<file path="config.mk">
export PLATFORM = sky130hd
export DESIGN_NAME = seg7_scan_driver
export DESIGN_NICKNAME = d
export VERILOG_FILES = /design/src/rtl/seg7_pkg.sv /design/src/rtl/seg7_glyph_rom.sv /design/src/rtl/seg7_scan_driver.sv
export SDC_FILE = /design/constraint.sdc
export NUM_CORES = 1
export LEC_CHECK = 0
export BUFFER_PORTS_ARGS = -buffer_cell sky130_fd_sc_hd__buf_4
export CAP_MARGIN = 30
export CORE_MARGIN = 1.5
export CORE_UTILIZATION = 41
export CTS_CLUSTER_DIAMETER = 50
export CTS_CLUSTER_SIZE = 20
export DETAILED_ROUTE_END_ITERATION = 6
export PLACE_DENSITY = 0.61
export RECOVER_POWER = 100
export SLEW_MARGIN = 30
export SYNTH_ARGS = -nofsm -noshare
export SYNTH_HDL_FRONTEND = slang
export SYNTH_SLANG_ARGS = --single-unit
</file>
<file path="constraint.sdc">
create_clock -name clk -period 5.7 [get_ports clk]
set_clock_uncertainty 0.1 [all_clocks]
set_input_delay 0.855 -clock clk [delete_from_list [all_inputs] [get_ports clk]]
set_output_delay 0.855 -clock clk [all_outputs]
set_load 0.02 [all_outputs]
</file>
<file path="src/rtl/seg7_pkg.sv">
// Purpose: shared segment ordering and glyph tables for the 7-segment scan driver.
// Latency: n/a (constants and types only).
// Backpressure: n/a.
package seg7_pkg;

  // Segment order inside every 7-bit segment vector: bit 6 = G ... bit 0 = A.
  typedef struct packed {
    logic g;
    logic f;
    logic e;
    logic d;
    logic c;
    logic b;
    logic a;
  } seg_t;

  // Glyph set selector.
  typedef enum logic {
    MODE_HEX  = 1'b0,
    MODE_GAME = 1'b1
  } glyph_mode_e;

  // Active-low "all segments off".
  localparam logic [6:0] SEG_BLANK = 7'h7F;

  // Hex glyphs 0-9, A b C d E F (active low, GFEDCBA).
  localparam logic [6:0] GLYPH_HEX [16] = '{
    7'b1000000, 7'b1111001, 7'b0100100, 7'b0110000,
    7'b0011001, 7'b0010010, 7'b0000010, 7'b1111000,
    7'b0000000, 7'b0010000, 7'b0001000, 7'b0000011,
    7'b1000110, 7'b0100001, 7'b0000110, 7'b0001110
  };

  // Game glyphs: digits as hex, then t r y L E and a blank in place of F.
  localparam logic [6:0] GLYPH_GAME [16] = '{
    7'b1000000, 7'b1111001, 7'b0100100, 7'b0110000,
    7'b0011001, 7'b0010010, 7'b0000010, 7'b1111000,
    7'b0000000, 7'b0010000, 7'b0000111, 7'b0101111,
    7'b0010001, 7'b1000111, 7'b0000110, 7'b1111111
  };

endpackage

</file>
<file path="src/rtl/seg7_glyph_rom.sv">
// Purpose: maps a 4-bit digit code to an active-low GFEDCBA segment pattern.
// Latency: purely combinational, zero cycles.
// Backpressure: none; output follows inputs continuously.
module seg7_glyph_rom
  import seg7_pkg::*;
(
  input  logic [3:0] code,
  input  logic       mode,
  output logic [6:0] seg
);

  // Table select by glyph mode, then index by code.
  always_comb begin
    seg = SEG_BLANK;
    if (mode == MODE_GAME) begin
      seg = GLYPH_GAME[code];
    end else begin
      seg = GLYPH_HEX[code];
    end
  end

endmodule

</file>
<file path="src/rtl/seg7_scan_driver.sv">
// Purpose: time-multiplexed 7-segment scanner with guard blanking, blink and frame-synchronous reload.
// Latency: seg/dp_n/an registered, one cycle behind prescaler/index; loads take effect at the next frame wrap.
// Backpressure: none; load is a fire-and-forget strobe and a later load simply overwrites the pending copy.
module seg7_scan_driver
  import seg7_pkg::*;
#(
  parameter int NUM_DIGITS   = 4,
  parameter int REFRESH_DIV  = 50000,
  parameter int GUARD        = 2,
  parameter int BLINK_FRAMES = 64
) (
  input  logic                    clk,
  input  logic                    rst,
  input  logic [4*NUM_DIGITS-1:0] digits,
  input  logic [NUM_DIGITS-1:0]   dp,
  input  logic [NUM_DIGITS-1:0]   blank_mask,
  input  logic [NUM_DIGITS-1:0]   blink_mask,
  input  logic                    mode,
  input  logic                    load,
  output logic [6:0]              seg,
  output logic                    dp_n,
  output logic [NUM_DIGITS-1:0]   an,
  output logic                    frame_tick
);

  localparam int PW = $clog2(REFRESH_DIV);
  localparam int IW = (NUM_DIGITS > 1) ? $clog2(NUM_DIGITS) : 1;
  localparam int BW = (BLINK_FRAMES > 1) ? $clog2(BLINK_FRAMES) : 1;

  typedef struct packed {
    logic [4*NUM_DIGITS-1:0] digits;
    logic [NUM_DIGITS-1:0]   dp;
    logic [NUM_DIGITS-1:0]   blank;
    logic [NUM_DIGITS-1:0]   blink;
    logic                    mode;
  } cfg_t;

  // Everything blanked so the display stays dark until the first commit.
  localparam cfg_t CFG_RST = '{digits: '0, dp: '0, blank: '1, blink: '0, mode: 1'b0};

  logic [PW-1:0]         presc_q, presc_d;
  logic [IW-1:0]         idx_q, idx_d;
  logic [BW-1:0]         blink_cnt_q, blink_cnt_d;
  logic                  phase_q, phase_d;
  cfg_t                  pend_q, pend_d;
  cfg_t                  act_q, act_d;
  logic [6:0]            seg_q, seg_d;
  logic                  dp_n_q, dp_n_d;
  logic [NUM_DIGITS-1:0] an_q, an_d;

  logic       presc_wrap;
  logic       frame_wrap;
  cfg_t       in_cfg;
  logic [3:0] code;
  logic [6:0] glyph;
  logic       dark;

  // Scan counters, blink phase and the pending/active configuration pair.
  always_comb begin
    in_cfg      = '{digits: digits, dp: dp, blank: blank_mask, blink: blink_mask, mode: mode};
    presc_wrap  = (presc_q == PW'(REFRESH_DIV - 1));
    frame_wrap  = presc_wrap && (idx_q == IW'(NUM_DIGITS - 1));
    presc_d     = presc_wrap ? '0 : presc_q + PW'(1);
    idx_d       = idx_q;
    blink_cnt_d = blink_cnt_q;
    phase_d     = phase_q;
    if (presc_wrap) begin
      idx_d = (idx_q == IW'(NUM_DIGITS - 1)) ? '0 : idx_q + IW'(1);
    end
    if (frame_wrap) begin
      if (blink_cnt_q == BW'(BLINK_FRAMES - 1)) begin
        blink_cnt_d = '0;
        phase_d     = ~phase_q;
      end else begin
        blink_cnt_d = blink_cnt_q + BW'(1);
      end
    end
    // A load coinciding with the wrap bypasses pending and lands in active directly.
    pend_d = load ? in_cfg : pend_q;
    act_d  = frame_wrap ? pend_d : act_q;
  end

  assign code = act_q.digits[{idx_q, 2'b00} +: 4];

  seg7_glyph_rom u_rom (
    .code (code),
    .mode (act_q.mode),
    .seg  (glyph)
  );

  // Next registered drive: dark during guard, blank mask or blink-off phase.
  always_comb begin
    dark = (presc_q < PW'(GUARD)) || act_q.blank[idx_q] || (act_q.blink[idx_q] && phase_q);
    seg_d  = SEG_BLANK;
    dp_n_d = 1'b1;
    an_d   = '1;
    if (!dark) begin
      seg_d       = glyph;
      dp_n_d      = ~act_q.dp[idx_q];
      an_d[idx_q] = 1'b0;
    end
  end

  // State registers; reset drops any pending load and darkens outputs at once.
  always_ff @(posedge clk or posedge rst) begin
    if (rst) begin
      presc_q     <= '0;
      idx_q       <= '0;
      blink_cnt_q <= '0;
      phase_q     <= 1'b0;
      pend_q      <= CFG_RST;
      act_q       <= CFG_RST;
      seg_q       <= SEG_BLANK;
      dp_n_q      <= 1'b1;
      an_q        <= '1;
    end else begin
      presc_q     <= presc_d;
      idx_q       <= idx_d;
      blink_cnt_q <= blink_cnt_d;
      phase_q     <= phase_d;
      pend_q      <= pend_d;
      act_q       <= act_d;
      seg_q       <= seg_d;
      dp_n_q      <= dp_n_d;
      an_q        <= an_d;
    end
  end

  assign seg        = seg_q;
  assign dp_n       = dp_n_q;
  assign an         = an_q;
  // High during the cycle whose closing edge wraps the digit index to 0.
  assign frame_tick = frame_wrap;

endmodule
</file>
* After elaboration in Yosys (flattened, before gate mapping) *
Memories as Yosys holds them, arrays and structs flattened.
Index checks and enable logic that the tools add are counted.

word-level totals
  register bits = 95
  memory bits (read-only) = 224
  bits of input ports = 32
  output and inout port bits = 13
  word-level logic and storage cells = 60
  memories kept = 2

memories
  memory           words  width  read ports  clocked after Yosys merged registers in  write ports  line                  RTL
  (no name shown)  16     7      1           0                                        0            seg7_glyph_rom.sv:18  seg = GLYPH_HEX[code];
  (no name shown)  16     7      1           0                                        0            seg7_glyph_rom.sv:16  seg = GLYPH_GAME[code];

cells by class
  add/sub/neg operators = 3
  $lt $le $gt $ge = 4
  equal/unequal tests = 3
  shift operators = 1
  muxes and demuxes = 20
  bitwise operators = 4
  reduce and logical (&&, ||, !) cells = 6

operator list
  kind                                                          number
  2-to-1 mux 7 bit                                              6
  2-to-1 mux 29 bit                                             1
  adder 16 x 1 -> 16 bit (second input constant)                1
  equality test 16 bit (second input constant)                  1
  less-than comparator 16 x 2 -> 1 bit (second input constant)  1
  2-to-1 mux 16 bit                                             1
  variable part select 16 x 5 -> 4 bit                          1
  adder 6 x 1 -> 6 bit (second input constant)                  1
  binary-select mux 1 bit (select 2 bit)                        3
  equality test 6 bit (second input constant)                   1
  2-to-1 mux 6 bit                                              1
  >= comparator 5 bit (second input constant)                   1
  2-to-1 mux 1 bit                                              5
  inverter 4 -> 5 bit                                           1
  2-to-1 mux 4 bit                                              1
  inverter 4 bit                                                1
  logical AND 1 bit                                             3
  less-than comparator 2 x 3 -> 1 bit (second input constant)   1
  adder 2 x 1 -> 2 bit (second input constant)                  1
  demux 1 bit (select 2 bit)                                    1
  equality test 2 bit (second input constant)                   1
  >= comparator 2 x 1 -> 1 bit (second input constant)          1
  logical OR 1 bit                                              2
  2-to-1 mux 2 bit                                              1
  2 further kinds                                               3

* Longest topological paths before layout *
  word-level depth = 7
  gate-level depth with buffers = 8
  gate-level depth less buffers = 7

* By module *
From an unflattened synthesis, not the netlist that was laid out.

unflattened totals
  cell total of the unflattened synthesis = 335
  area total of the unflattened synthesis = 4,406.7 sq um

by module, submodules not included
  module            times used  cells each  area an instance (sq um)  seq. area each (sq um)
  seg7_scan_driver  1           281         3,987.6                   2,402.3
  seg7_glyph_rom    1           54          419.2                     0.0

* Worst setup path after synthesis *
OpenSTA, ideal clock, no wires.

  path type = reg2reg
  start point = reg idx_q[0]
  end point = reg seg_q[2], in the netlist seg[2]
  setup time = 0.100 ns
  arrival = 2.285 ns
  required time = 5.500 ns
  path slack = 3.215 ns
  cell stages (with the launch flop) = 8
  path buffers = 1
  period minus slack after synthesis = 2.485 ns
  cells stage by stage = dfrtp_1 > buf_2 > mux4_2 > inv_1 > ha_1 > nand2b_1 > a21oi_1 > or4b_2

on the way
  longest elaborated chain between the ends = 7
  elaborated cells on any way between the ends = 17
  those cells by class = shift: 1; mux: 10; bitwise: 1; reduce/logical: 3; memory: 2

RTL lines
  item                                               line                                        RTL
  start, declared                                    seg7_scan_driver.sv:42                      logic [IW-1:0] idx_q, idx_d;
  start signal, assigned                             seg7_scan_driver.sv:118                     idx_q <= idx_d;
  variable part select 16 x 5 -> 4 bit               seg7_scan_driver.sv:83                      assign code = act_q.digits[{idx_q, 2'b00} +: 4];
  inverter 4 -> 5 bit (not written as such)          seg7_glyph_rom.sv:16, seg7_glyph_rom.sv:18
  memory read (16 x 7 bit) (on tied branches)        -
  2-to-1 mux 7 bit (on tied branches) (2 in series)  seg7_glyph_rom.sv:18, seg7_glyph_rom.sv:16
  2-to-1 mux 7 bit                                   seg7_glyph_rom.sv:15                        if (mode == MODE_GAME) begin
  2-to-1 mux 7 bit *                                 seg7_scan_driver.sv:97                      if (!dark) begin
  net seg_d[2]                                       seg7_scan_driver.sv:47                      logic [6:0] seg_q, seg_d;
  end signal, assigned                               seg7_scan_driver.sv:123                     seg_q <= seg_d;
  end, declared                                      seg7_scan_driver.sv:47

Mark *: on every way through the listed nets, which the timed path passes. The rest lies on a longest branch. The select of a mux whose other input is x is not followed.
A chain may end at the register's enable or synchronous reset.

* Worst setup path after layout *
  start point = reg presc_q[11]
  end point = reg act_q[16] (netlist bit)

on the way
  longest elaborated chain between the ends = 2

RTL lines
  item                    line                     RTL
  start, declared         seg7_scan_driver.sv:41   logic [PW-1:0] presc_q, presc_d;
  start signal, assigned  seg7_scan_driver.sv:117  presc_q <= presc_d;
  equality test 16 bit    seg7_scan_driver.sv:61   presc_wrap = (presc_q == PW'(REFRESH_DIV - 1));
  logical AND 1 bit       seg7_scan_driver.sv:62   frame_wrap = presc_wrap && (idx_q == IW'(NUM_DIGITS - 1));
  end signal, assigned    seg7_scan_driver.sv:122  act_q <= act_d;
  end, declared           seg7_scan_driver.sv:46   cfg_t act_q, act_d;

No other way between the ends.

==> impl_metrics.json <==
{
  "power_density_nw_per_um2": 259.2,
  "pwr-share-seq_pct": 57.6,
  "critical_path.endpoint_type": "flip-flop",
  "weighted_congestion_reported_at_the_end_of_routability_driven_placement": 0.8114,
  "worst_ep_arrival_time_ps": 3540,
  "startpoint_of_the_lowest_slack_register_to_register_path": "presc_q[11]",
  "placed_cell_area_um2": 4770,
  "clock-root-buffer": "sky130_fd_sc_hd__clkbuf_8",
  "floorplan.initialDensity_pct": 42.16,
  "fraction_of_layout_instances_using_a_drive_strength_above_1_pct": 31.12,
  "setup.worst_path.class": "reg2reg",
  "holdCritPathClass": "reg2reg",
  "hold_depth": 1,
  "mostFrequentLayoutCell": "sky130_fd_sc_hd__dfrtp_1",
  "worst-r2r-setup-slack_ps": 2310,
  "die_height_um": 105.8,
  "post-route-drc-count": 0,
  "wl_per_cell_um": 14.87,
  "final_core_util_pct": 47.53,
  "max-slew-margin-rel_pct": -35.71,
  "timing.final.max_slew_violations": 79,
  "multi_input_comb_area_um2": 1794,
  "finalWirelength_mm": 7.613,
  "postCtsHoldBufs": 0,
  "route.detailed.vias_per_inst": 5.094,
  "crit_path_max_fanout": 33,
  "post-layout-total-power_mw": 1.266,
  "combPwrFrac_pct": 8.7,
  "die_w_um": 105.8,
  "post_synth_xor_area_fraction_pct": 3.234,
  "hold-path-endpoint": "phase_q",
  "count_of_flip_flops_with_a_built_in_enable_after_synthesis": 0,
  "finalSetupViolCount": 0,
  "clkLatencyLatePin_ps": 370,
  "grt_start_max_net_pins": 49,
  "dr.first_iter.drc_count": 111,
  "post_synth_inst_count": 328,
  "sequential_fraction_of_the_synthesis_area_pct": 55.44,
  "max_slew.worst_pin.slew_ps": 2025,
  "antenna_cells_inserted": 0,
  "total_leakage_power_nw": 2.117,
  "clock_power_share_pct": 33.7,
  "final_cell_mix": "sky130_fd_sc_hd__dfrtp_1, sky130_fd_sc_hd__mux2_2, sky130_fd_sc_hd__buf_4",
  "finish.net_count": 415,
  "largest_family_of_logic_cells_by_synthesized_area": "multiplexers",
  "violations_in_the_final_reports": "max-capacitance violations, max-slew violations",
  "cts_buffer_depth": 2,
  "num_rows": 37,
  "p_int_mw": 0.9469,
  "post_cts_resized": 0,
  "hold_path.startpoint": "phase_q",
  "synthArstFlopShare_pct": 100.0,
  "crit-reg2reg-capture": "act_q[16]",
  "ys_warn_count": 0,
  "post-route-cell-area_um2": 4885,
  "htree_num_levels": 3,
  "synthesis.nets": 372,
  "port_buffers": 44,
  "report.final.hold_viol_count": 0,
  "syn-mean-instance-area_um2": 13.21,
  "grt_overflow_total": 0,
  "yosys.cell_types.count": 42,
  "final_antenna_net_count": 0,
  "final.setup.tns_ps": 0,
  "rsz_0062_raised_after_global_routing": "no",
  "cts_buffers": 9,
  "period_needed_ps": 3395,
  "path_clk_slew_ps": 110,
  "critPathRequiredTime_ps": 5850,
  "dieArea_um2": 11190,
  "preCtsSetupSlack_ps": 2915,
  "sw_frac_of_total_pct": 25.22,
  "maxClockFrequency_mhz": 294.6,
  "timing.max_cap.violations": 2,
  "yosys-mux-area-fraction_pct": 20.91,
  "final_critical_path_setup_slack_ps": 2305,
  "layout-area-overhead-vs-synth_pct": 12.73,
  "cts_setup_buffers": 0,
  "dr_vias": 2608,
  "clock_sinks": 95,
  "number_of_antenna_violations_at_the_first_check_in_global_routing": 0,
  "synth-main-ff-cell": "sky130_fd_sc_hd__dfrtp_1",
  "vias_in_the_first_global_route": 2577,
  "power_switching_mw": 0.3193,
  "grt.total_usage_pct": 14.72,
  "area.sequential_um2": 2402,
  "first_pass_iters": 4,
  "layout.filler_cells": 996,
  "coreArea_um2": 10280,
  "synth_cell_area_um2": 4333,
  "cp-start-kind": "flip-flop",
  "synth-compound-area-share_pct": 2.801,
  "yosys_register_bits": 95,
  "max-vdd-ir-drop_mv": 0.1280,
  "post_synth_and_or_nand_nor_area_fraction_pct": 11.44,
  "period_share_pct": 59.56,
  "crit_path_start": "presc_q[11]",
  "hpwlAfterDp_mm": 5.167,
  "cts_tree": "yes",
  "depth_of_the_worst_register_to_register_path": 4,
  "status": "finished, violations left",
  "top_level_ports": 45,
  "synth_adder_area_share_pct": 3.465,
  "grt_first_pass_wirelength_mm": 12.89
}
-- layout make-up --
cell class,count,share of cell area (%)
multi-input combinational,209,36.73
tap,136,3.484
clock inverter,6,1.076
timing repair buffer,46,5.917
sequential,95,49.18
inverter,10,0.7941
clock buffer,10,2.818
-- kinds of logic after synthesis --
logic type / count (synthesis)
compound gates: 19
mux: 74
buf+inv: 24
xor+xnor: 16
flops: 95
fa+ha+maj: 12
simple gates: 88
-- metal layers --
metal,GRT usage (%),wire length (um),vias to the layer above,part of all wire (%)
li1,-,-,1256,-
met1,21.11,3806,1297,50
met2,21.71,3410,48,45
met3,3.772,290,7,3.8
met4,4.923,105,0,1.4
met5,0,0,-,0
-- how the worst max path moves through the flow --
stage	to	slack (ps)	depth (start not counted)
global route	blink_cnt_q[1]	2140	4
CTS	frame_tick	2700	3
global placement	seg[2]	3010	6
floorplan	act_q[0]	2300	1
detailed placement	seg[2]	2910	6
finish	act_q[16]	2310	4
-- stage by stage --
stage                     std cells  hold slack [ps]
after global placement          496            364.7
after global routing            512            406.7
final                           512            381.7
after floorplan                 328            345.9
after CTS                       512            387.7
after detailed placement        496            371.4
-- registers in the layout, indices dropped and copies added, names as in the netlist --
register	count
dp_n	1
act_q	29
phase_q	1
pend_q	29
blink_cnt_q	6
presc_q	16
idx_q	2
an	4
seg	7
-- power by group through the flow --
stage	Clock [mW]	Sequential (mW)	Combinational, mW
after CTS	0.447	0.730	0.123
after global routing	0.475	0.734	0.123
final	0.427	0.729	0.110
after global placement	0	0.742	0.121
after detailed placement	0	0.743	0.122
after floorplan	0	0.747	0.0714
-- critical path: stages, from the launching register on --
cell and delay (ps):
sky130_fd_sc_hd__dfrtp_1 460, sky130_fd_sc_hd__or4_1 590, sky130_fd_sc_hd__nor4_1 1090, sky130_fd_sc_hd__nand3_4 570
sky130_fd_sc_hd__mux2_2 460
-- synthesized netlist by cell type, types with 6 or more instances --
master	instances	area [um2]
sky130_fd_sc_hd__a21oi_1	7	35.03
sky130_fd_sc_hd__dfrtp_1	75	1877
sky130_fd_sc_hd__dfstp_2	20	525.5
sky130_fd_sc_hd__ha_1	12	150.1
sky130_fd_sc_hd__inv_1	10	37.54
sky130_fd_sc_hd__mux2_2	62	698.2
sky130_fd_sc_hd__mux4_2	7	157.7
sky130_fd_sc_hd__nand2_1	16	60.06
sky130_fd_sc_hd__nand2b_1	7	43.79
sky130_fd_sc_hd__nand3_1	13	65.06
sky130_fd_sc_hd__nand4_1	6	37.54
sky130_fd_sc_hd__nor2_1	19	71.32
sky130_fd_sc_hd__xnor2_1	10	87.58
sky130_fd_sc_hd__xor2_1	6	52.55
Power figures use the tool's default switching activity.
